`config.mk`:
```
export PLATFORM = sky130hd
export DESIGN_NAME = uart_frame_tx_stream
export DESIGN_NICKNAME = d
export VERILOG_FILES = /design/src/rtl/uart_frame_pkg.sv /design/src/rtl/crc8_accum.sv /design/src/rtl/uart_frame_tx_stream.sv
export SDC_FILE = /design/constraint.sdc
export NUM_CORES = 1
export LEC_CHECK = 0
export ABC_AREA = 1
export CORE_MARGIN = 2
export CORE_UTILIZATION = 49
export CTS_CLUSTER_SIZE = 28
export DETAILED_ROUTE_END_ITERATION = 10
export PLACE_DENSITY = 0.85
export SYNTH_ARGS = -nofsm -noshare
export SYNTH_HDL_FRONTEND = slang
export SYNTH_HIERARCHICAL = 1
export SYNTH_SLANG_ARGS = --single-unit
```
`constraint.sdc`:
```
create_clock -name clk -period 5.9 [get_ports clk]
set_input_delay 0.59 -clock clk [delete_from_list [all_inputs] [get_ports clk]]
set_output_delay 0.59 -clock clk [all_outputs]
set_load 0.1 [all_outputs]
```
`src/rtl/uart_frame_pkg.sv`:
```
// ----------------------------------------------------------------------------
// uart_frame_pkg
// Shared definitions for the UART frame transmitter and the RX parser:
//   - state_t            : frame sequencer states
//   - SOF_BYTE_DEFAULT   : default start-of-frame marker
//   - ESC_BYTE_DEFAULT   : default escape marker
//   - ESC_XOR            : mask applied to the byte that follows an escape
//   - crc8_step()        : one byte of CRC-8, MSB first, no reflection
// ----------------------------------------------------------------------------
package uart_frame_pkg;

  typedef enum logic [2:0] {
    ST_IDLE,
    ST_SOF,
    ST_LEN,
    ST_TYPE,
    ST_PAYLOAD,
    ST_CRC,
    ST_ESC
  } state_t;

  localparam logic [7:0] SOF_BYTE_DEFAULT = 8'hA5;
  localparam logic [7:0] ESC_BYTE_DEFAULT = 8'h5A;
  localparam logic [7:0] ESC_XOR          = 8'h20;

  // Fold one data byte into the running CRC, MSB first.
  function automatic logic [7:0] crc8_step(input logic [7:0] crc,
                                           input logic [7:0] data,
                                           input logic [7:0] poly);
    logic [7:0] c;
    c = crc ^ data;
    for (int i = 0; i < 8; i++) begin
      c = c[7] ? ({c[6:0], 1'b0} ^ poly) : {c[6:0], 1'b0};
    end
    return c;
  endfunction

endpackage

```
`src/rtl/crc8_accum.sv`:
```
// ----------------------------------------------------------------------------
// crc8_accum
// Registered CRC-8 accumulator.
// Ports:
//   clk   : clock
//   rst   : synchronous active-high reset (loads INIT)
//   clear : reload INIT; wins over en
//   en    : fold data into the CRC this cycle
//   data  : byte to fold
//   crc   : current CRC value
// ----------------------------------------------------------------------------
module crc8_accum
  import uart_frame_pkg::*;
#(
  parameter logic [7:0] POLY = 8'h07,
  parameter logic [7:0] INIT = 8'h00
) (
  input  logic       clk,
  input  logic       rst,
  input  logic       clear,
  input  logic       en,
  input  logic [7:0] data,
  output logic [7:0] crc
);

  logic [7:0] crc_reg;

  always_ff @(posedge clk) begin
    if (rst) begin
      crc_reg <= INIT;
    end else if (clear) begin
      crc_reg <= INIT;
    end else if (en) begin
      crc_reg <= crc8_step(crc_reg, data, POLY);
    end
  end

  assign crc = crc_reg;

endmodule

```
`src/rtl/uart_frame_tx_stream.sv`:
```
// ----------------------------------------------------------------------------
// uart_frame_tx_stream
// Streams SOF | LEN | TYPE | PAYLOAD | CRC8 to a UART TX byte interface.
// Header (len, type) is taken in one handshake, payload bytes stream through
// one at a time; the CRC is accumulated on the fly over the unescaped bytes.
// Ports:
//   clk, rst               : clock, synchronous active-high reset
//   hdr_valid/hdr_ready    : header handshake, hdr_len / hdr_type
//   pl_valid/pl_ready      : payload handshake, pl_byte
//   tx_valid/tx_ready      : registered output byte handshake, tx_byte
//   busy                   : frame in progress or output byte pending
//   err_len                : one-cycle pulse on a rejected oversize header
//   frames_sent            : completed frame counter, wraps
// ----------------------------------------------------------------------------
module uart_frame_tx_stream
  import uart_frame_pkg::*;
#(
  parameter int         MAX_PAYLOAD = 255,
  parameter logic [7:0] SOF_BYTE    = SOF_BYTE_DEFAULT,
  parameter logic [7:0] CRC_POLY    = 8'h07,
  parameter logic [7:0] CRC_INIT    = 8'h00,
  parameter bit         ESCAPE_EN   = 1'b0,
  parameter logic [7:0] ESC_BYTE    = ESC_BYTE_DEFAULT
) (
  input  logic        clk,
  input  logic        rst,
  input  logic        hdr_valid,
  output logic        hdr_ready,
  input  logic [7:0]  hdr_len,
  input  logic [7:0]  hdr_type,
  input  logic        pl_valid,
  output logic        pl_ready,
  input  logic [7:0]  pl_byte,
  output logic        tx_valid,
  input  logic        tx_ready,
  output logic [7:0]  tx_byte,
  output logic        busy,
  output logic        err_len,
  output logic [15:0] frames_sent
);

  localparam logic [8:0] MAX_LEN = 9'(MAX_PAYLOAD);

  state_t      state_reg, state_next;
  state_t      ret_reg, ret_next;
  logic [7:0]  len_reg, len_next;
  logic [7:0]  type_reg, type_next;
  logic [7:0]  idx_reg, idx_next;
  logic [7:0]  esc_hold_reg, esc_hold_next;
  logic        tx_valid_reg, tx_valid_next;
  logic [7:0]  tx_byte_reg, tx_byte_next;
  logic        last_reg, last_next;     // byte in the output register ends the frame
  logic        err_len_reg, err_len_next;
  logic [15:0] frames_reg;

  logic        crc_clear, crc_en;
  logic [7:0]  crc_data, crc_val;

  logic        load_ok, hdr_fire, pl_fire;
  logic        emit;
  logic [7:0]  emit_byte;
  state_t      emit_ns;

  function automatic logic needs_esc(input logic [7:0] b);
    return ESCAPE_EN && ((b == SOF_BYTE) || (b == ESC_BYTE));
  endfunction

  crc8_accum #(
    .POLY (CRC_POLY),
    .INIT (CRC_INIT)
  ) u_crc (
    .clk   (clk),
    .rst   (rst),
    .clear (crc_clear),
    .en    (crc_en),
    .data  (crc_data),
    .crc   (crc_val)
  );

  assign load_ok   = !tx_valid_reg || tx_ready;
  // Gated with rst so the readies are low while reset is held.
  assign hdr_ready = !rst && (state_reg == ST_IDLE) && !tx_valid_reg;
  assign pl_ready  = !rst && (state_reg == ST_PAYLOAD) && load_ok;
  assign hdr_fire  = hdr_valid && hdr_ready;
  assign pl_fire   = pl_valid && pl_ready;

  always_ff @(posedge clk) begin
    if (rst) begin
      state_reg    <= ST_IDLE;
      ret_reg      <= ST_IDLE;
      len_reg      <= 8'd0;
      type_reg     <= 8'd0;
      idx_reg      <= 8'd0;
      esc_hold_reg <= 8'd0;
      tx_valid_reg <= 1'b0;
      tx_byte_reg  <= 8'd0;
      last_reg     <= 1'b0;
      err_len_reg  <= 1'b0;
      frames_reg   <= 16'd0;
    end else begin
      state_reg    <= state_next;
      ret_reg      <= ret_next;
      len_reg      <= len_next;
      type_reg     <= type_next;
      idx_reg      <= idx_next;
      esc_hold_reg <= esc_hold_next;
      tx_valid_reg <= tx_valid_next;
      tx_byte_reg  <= tx_byte_next;
      last_reg     <= last_next;
      err_len_reg  <= err_len_next;
      if (tx_valid_reg && tx_ready && last_reg) begin
        frames_reg <= frames_reg + 16'd1;
      end
    end
  end

  always_comb begin
    state_next    = state_reg;
    ret_next      = ret_reg;
    len_next      = len_reg;
    type_next     = type_reg;
    idx_next      = idx_reg;
    esc_hold_next = esc_hold_reg;
    // A transferred byte leaves the register empty unless something reloads it.
    tx_valid_next = tx_valid_reg && !tx_ready;
    tx_byte_next  = tx_byte_reg;
    last_next     = last_reg;
    err_len_next  = 1'b0;
    crc_clear     = 1'b0;
    crc_en        = 1'b0;
    crc_data      = 8'd0;
    emit          = 1'b0;
    emit_byte     = 8'd0;
    emit_ns       = state_reg;

    case (state_reg)
      ST_IDLE: begin
        if (hdr_fire) begin
          len_next  = hdr_len;
          type_next = hdr_type;
          idx_next  = 8'd0;
          crc_clear = 1'b1;
          if ({1'b0, hdr_len} > MAX_LEN) begin
            err_len_next = 1'b1;
          end else begin
            // The output register is known empty here, so SOF is loaded on
            // the accepting edge to give a one-cycle header-to-SOF latency.
            tx_valid_next = 1'b1;
            tx_byte_next  = SOF_BYTE;
            last_next     = 1'b0;
            state_next    = ST_LEN;
          end
        end
      end
      ST_SOF: begin
        if (load_ok) begin
          tx_valid_next = 1'b1;
          tx_byte_next  = SOF_BYTE;
          last_next     = 1'b0;
          state_next    = ST_LEN;
        end
      end
      ST_LEN: begin
        if (load_ok) begin
          emit      = 1'b1;
          emit_byte = len_reg;
          emit_ns   = ST_TYPE;
        end
      end
      ST_TYPE: begin
        if (load_ok) begin
          emit      = 1'b1;
          emit_byte = type_reg;
          emit_ns   = (len_reg == 8'd0) ? ST_CRC : ST_PAYLOAD;
        end
      end
      ST_PAYLOAD: begin
        if (pl_fire) begin
          emit      = 1'b1;
          emit_byte = pl_byte;
          idx_next  = idx_reg + 8'd1;
          emit_ns   = ((idx_reg + 8'd1) == len_reg) ? ST_CRC : ST_PAYLOAD;
        end
      end
      ST_CRC: begin
        if (load_ok) begin
          emit      = 1'b1;
          emit_byte = crc_val;
          emit_ns   = ST_IDLE;
        end
      end
      ST_ESC: begin
        if (load_ok) begin
          tx_valid_next = 1'b1;
          tx_byte_next  = esc_hold_reg;
          last_next     = (ret_reg == ST_IDLE);
          state_next    = ret_reg;
        end
      end
      default: state_next = ST_IDLE;
    endcase

    // Common load path for every byte that may need stuffing. The CRC sees
    // the raw byte; the CRC byte itself is never folded.
    if (emit) begin
      tx_valid_next = 1'b1;
      if (state_reg != ST_CRC) begin
        crc_en   = 1'b1;
        crc_data = emit_byte;
      end
      if (needs_esc(emit_byte)) begin
        tx_byte_next  = ESC_BYTE;
        esc_hold_next = emit_byte ^ ESC_XOR;
        ret_next      = emit_ns;
        state_next    = ST_ESC;
        last_next     = 1'b0;
      end else begin
        tx_byte_next  = emit_byte;
        state_next    = emit_ns;
        last_next     = (emit_ns == ST_IDLE);
      end
    end
  end

  assign tx_valid    = tx_valid_reg;
  assign tx_byte     = tx_byte_reg;
  assign busy        = (state_reg != ST_IDLE) || tx_valid_reg;
  assign err_len     = err_len_reg;
  assign frames_sent = frames_reg;

endmodule
```
==> metrics.txt <==
ys async rst share=0%; share of layout cells above drive strength 1=7.57%; share of the core filled with cells=61.4%; drt drc=0; Hold Fails Final Rpt=0; antenna violations before repair=0; first-pass GRT wire length=14700 microns; Die Width=89.1 microns; Clock Latency Late Sink=0.34 ns; ranking of synthesized cells by area=dfxtp_1 34%, nand2_1 15%, a21oi_1 8.3%; vias in the first global route=3336; setup slack, reg-to-reg=3.08 ns; leading area contributor after synthesis=dfxtp_1; # fillers=675; Final WS setup=2.60 ns; Tcrit/Tclk final=55.9%; post-synthesis sequential area ratio=34.4%; Max rail drop VDD=0.000428 V; Post-Synthesis Cells=550; Max-Cap Viols=0; Final nets=634; endpoints failing setup=0; initial drt markers=230; RSZ-0062 raised after global routing=no; synth unique cells=37; area share of the largest cell type after synthesis=34.4%; clock root buffer=clkbuf_8; crit path max fanout=3; largest net degree at the start of global routing=36; Initial Util=49.8%; hpwl dp=6820 microns; Clock Skew=0.00786 ns; f_max=303 MHz; Slew Limit Fails=0; CTS tree=built; Post-synth EDFFs=0; most common cell in the netlist=nand2_1; GRT Total Usage=23.8%; min Tclk post-route=3.30 ns; Power Total=1.88 mW; Worst setup EP type=primary output; wirelength, routed=9240 microns; max reg flops=16; Core Region=7140 sq um; Ports=58; Synth Net Count=581; post-synthesis register bit count=61; H-tree depth=3; pre-CTS WS=2.60 ns; GP Congestion=0.898; crit path launch=tx_ready; status=finished clean; Final ANT Viol Nets=0; Layout area overhead=23.5%; WL per Instance=13.1 microns; # rows=31; Crit Path Category=input port to primary output; vias per std cell=5.27; Synth top cells by count=146 x nand2_1, 68 x inv_1, 61 x dfxtp_1; syn_area_per_cell=6.46 sq um; Mapped Area=3550 sq um; worst hold path class=flop to flop; full die area=7940 sq um; Slew headroom=34.3%; Ant. Diodes=0; Buffers on Ports=56; crit path to=pl_ready; Reg-to-Reg End=u_crc/crc[7]; # clock sinks=61; overflow left after global routing=0; Required @ worst endpoint=5.31 ns; Reg-to-Reg Start=state_reg[0]; vias after detailed routing=3727; Fin Setup TNS=0 ns; R2R cell count=9; clock buffer depth=2; Final Cell Area=4380 sq um; non-filler instance count after layout=707; die height=89.1 microns; drt first pass iters=5; Post-CTS Hold Buffers=0; Setup Buffers After CTS=0; Post-DP Area=4170 sq um; Worst Hold Slack=0.459 ns; Worst-Margin Slew=0.982 ns; Ys Warns=6; WP data arrival=2.71 ns; total power divided by cell area=430 nW/um^2; Main synth FF type=dfxtp_1; Setup crit start kind=input port; CTS buffer count=9; clock-pin slew on the worst setup and hold paths=0.06 ns; Resized Gates After CTS=0; Pleak=1.81 nW; placed insts=691
-- cell type report --
type	count	area [sq um]	share of cell area, %
Multi-Input combinational cell	400	1980	45.2
Clock buffer	13	169	3.85
Timing Repair Buffer	57	568	13.0
Clock inverter	3	42.5	0.970
Tap cell	99	124	2.83
Sequential cell	61	1220	27.9
Inverter	74	278	6.34
-- how the worst min path moves through the flow --
stage	to	start	slack (ns)	depth (start not counted)
CTS	type_reg[0]	type_reg[0]	0.47	2
detailed placement	tx_byte[4]	tx_byte[4]	0.46	2
floorplan	type_reg[3]	type_reg[3]	0.43	2
finish	type_reg[0]	type_reg[0]	0.46	2
global route	tx_byte[1]	tx_byte[1]	0.49	2
global placement	type_reg[0]	type_reg[0]	0.46	2
-- routing by layer --
metal	share of wire (%)	track usage, %	wire (microns)	vias up
met5	0	0	0	-
met4	2.0	6.78	181	0
met3	7.6	6.28	703	25
met2	47	40.7	4350	138
met1	43	29.7	4010	1676
li1	-	-	-	1888
-- worst max-delay path, cell delays in order --
cell             delay, ns
clkdlybuf4s50_1       0.59
inv_1                 0.07
a21oi_1               0.16
nand2_2               0.12
inv_1                 0.07
clkdlybuf4s50_1       1.12
-- logic make-up after synthesis --
| group | synth area share, % |
|---|---|
| AO/OA/AOI/OAI | 17.1 |
| XOR/XNOR | 3.66 |
| other | 0.106 |
| AND/OR/NAND/NOR | 34.2 |
| flip-flops | 34.4 |
| buffers and inverters | 9.80 |
| adder cells (fa/ha/maj) | 0.705 |
-- placed cells by master, fill, tap and decap left out, drive strengths merged, types with 2 or more instances in the layout --
cell           Yosys  layout
nand2            153     153
inv               74      74
dfxtp             61      61
a21oi             59      59
clkdlybuf4s50      0      56
nand3             52      52
nor2              52      52
o21ai             40      40
clkbuf            11      13
xor2               9       9
nor3               7       7
o221ai             6       6
xnor2              5       5
nand4              4       4
o22ai              2       2
o21a               2       2
ha                 2       2
-- where the power goes --
group / internal (mW) / leakage [nW] / switching, mW / total, mW
registers: 0.487 / 0.497 / 0.0688 / 0.556
clock network: 0.229 / 0.106 / 0.162 / 0.391
logic: 0.277 / 1.21 / 0.660 / 0.938
Power figures use the tool's default switching activity.
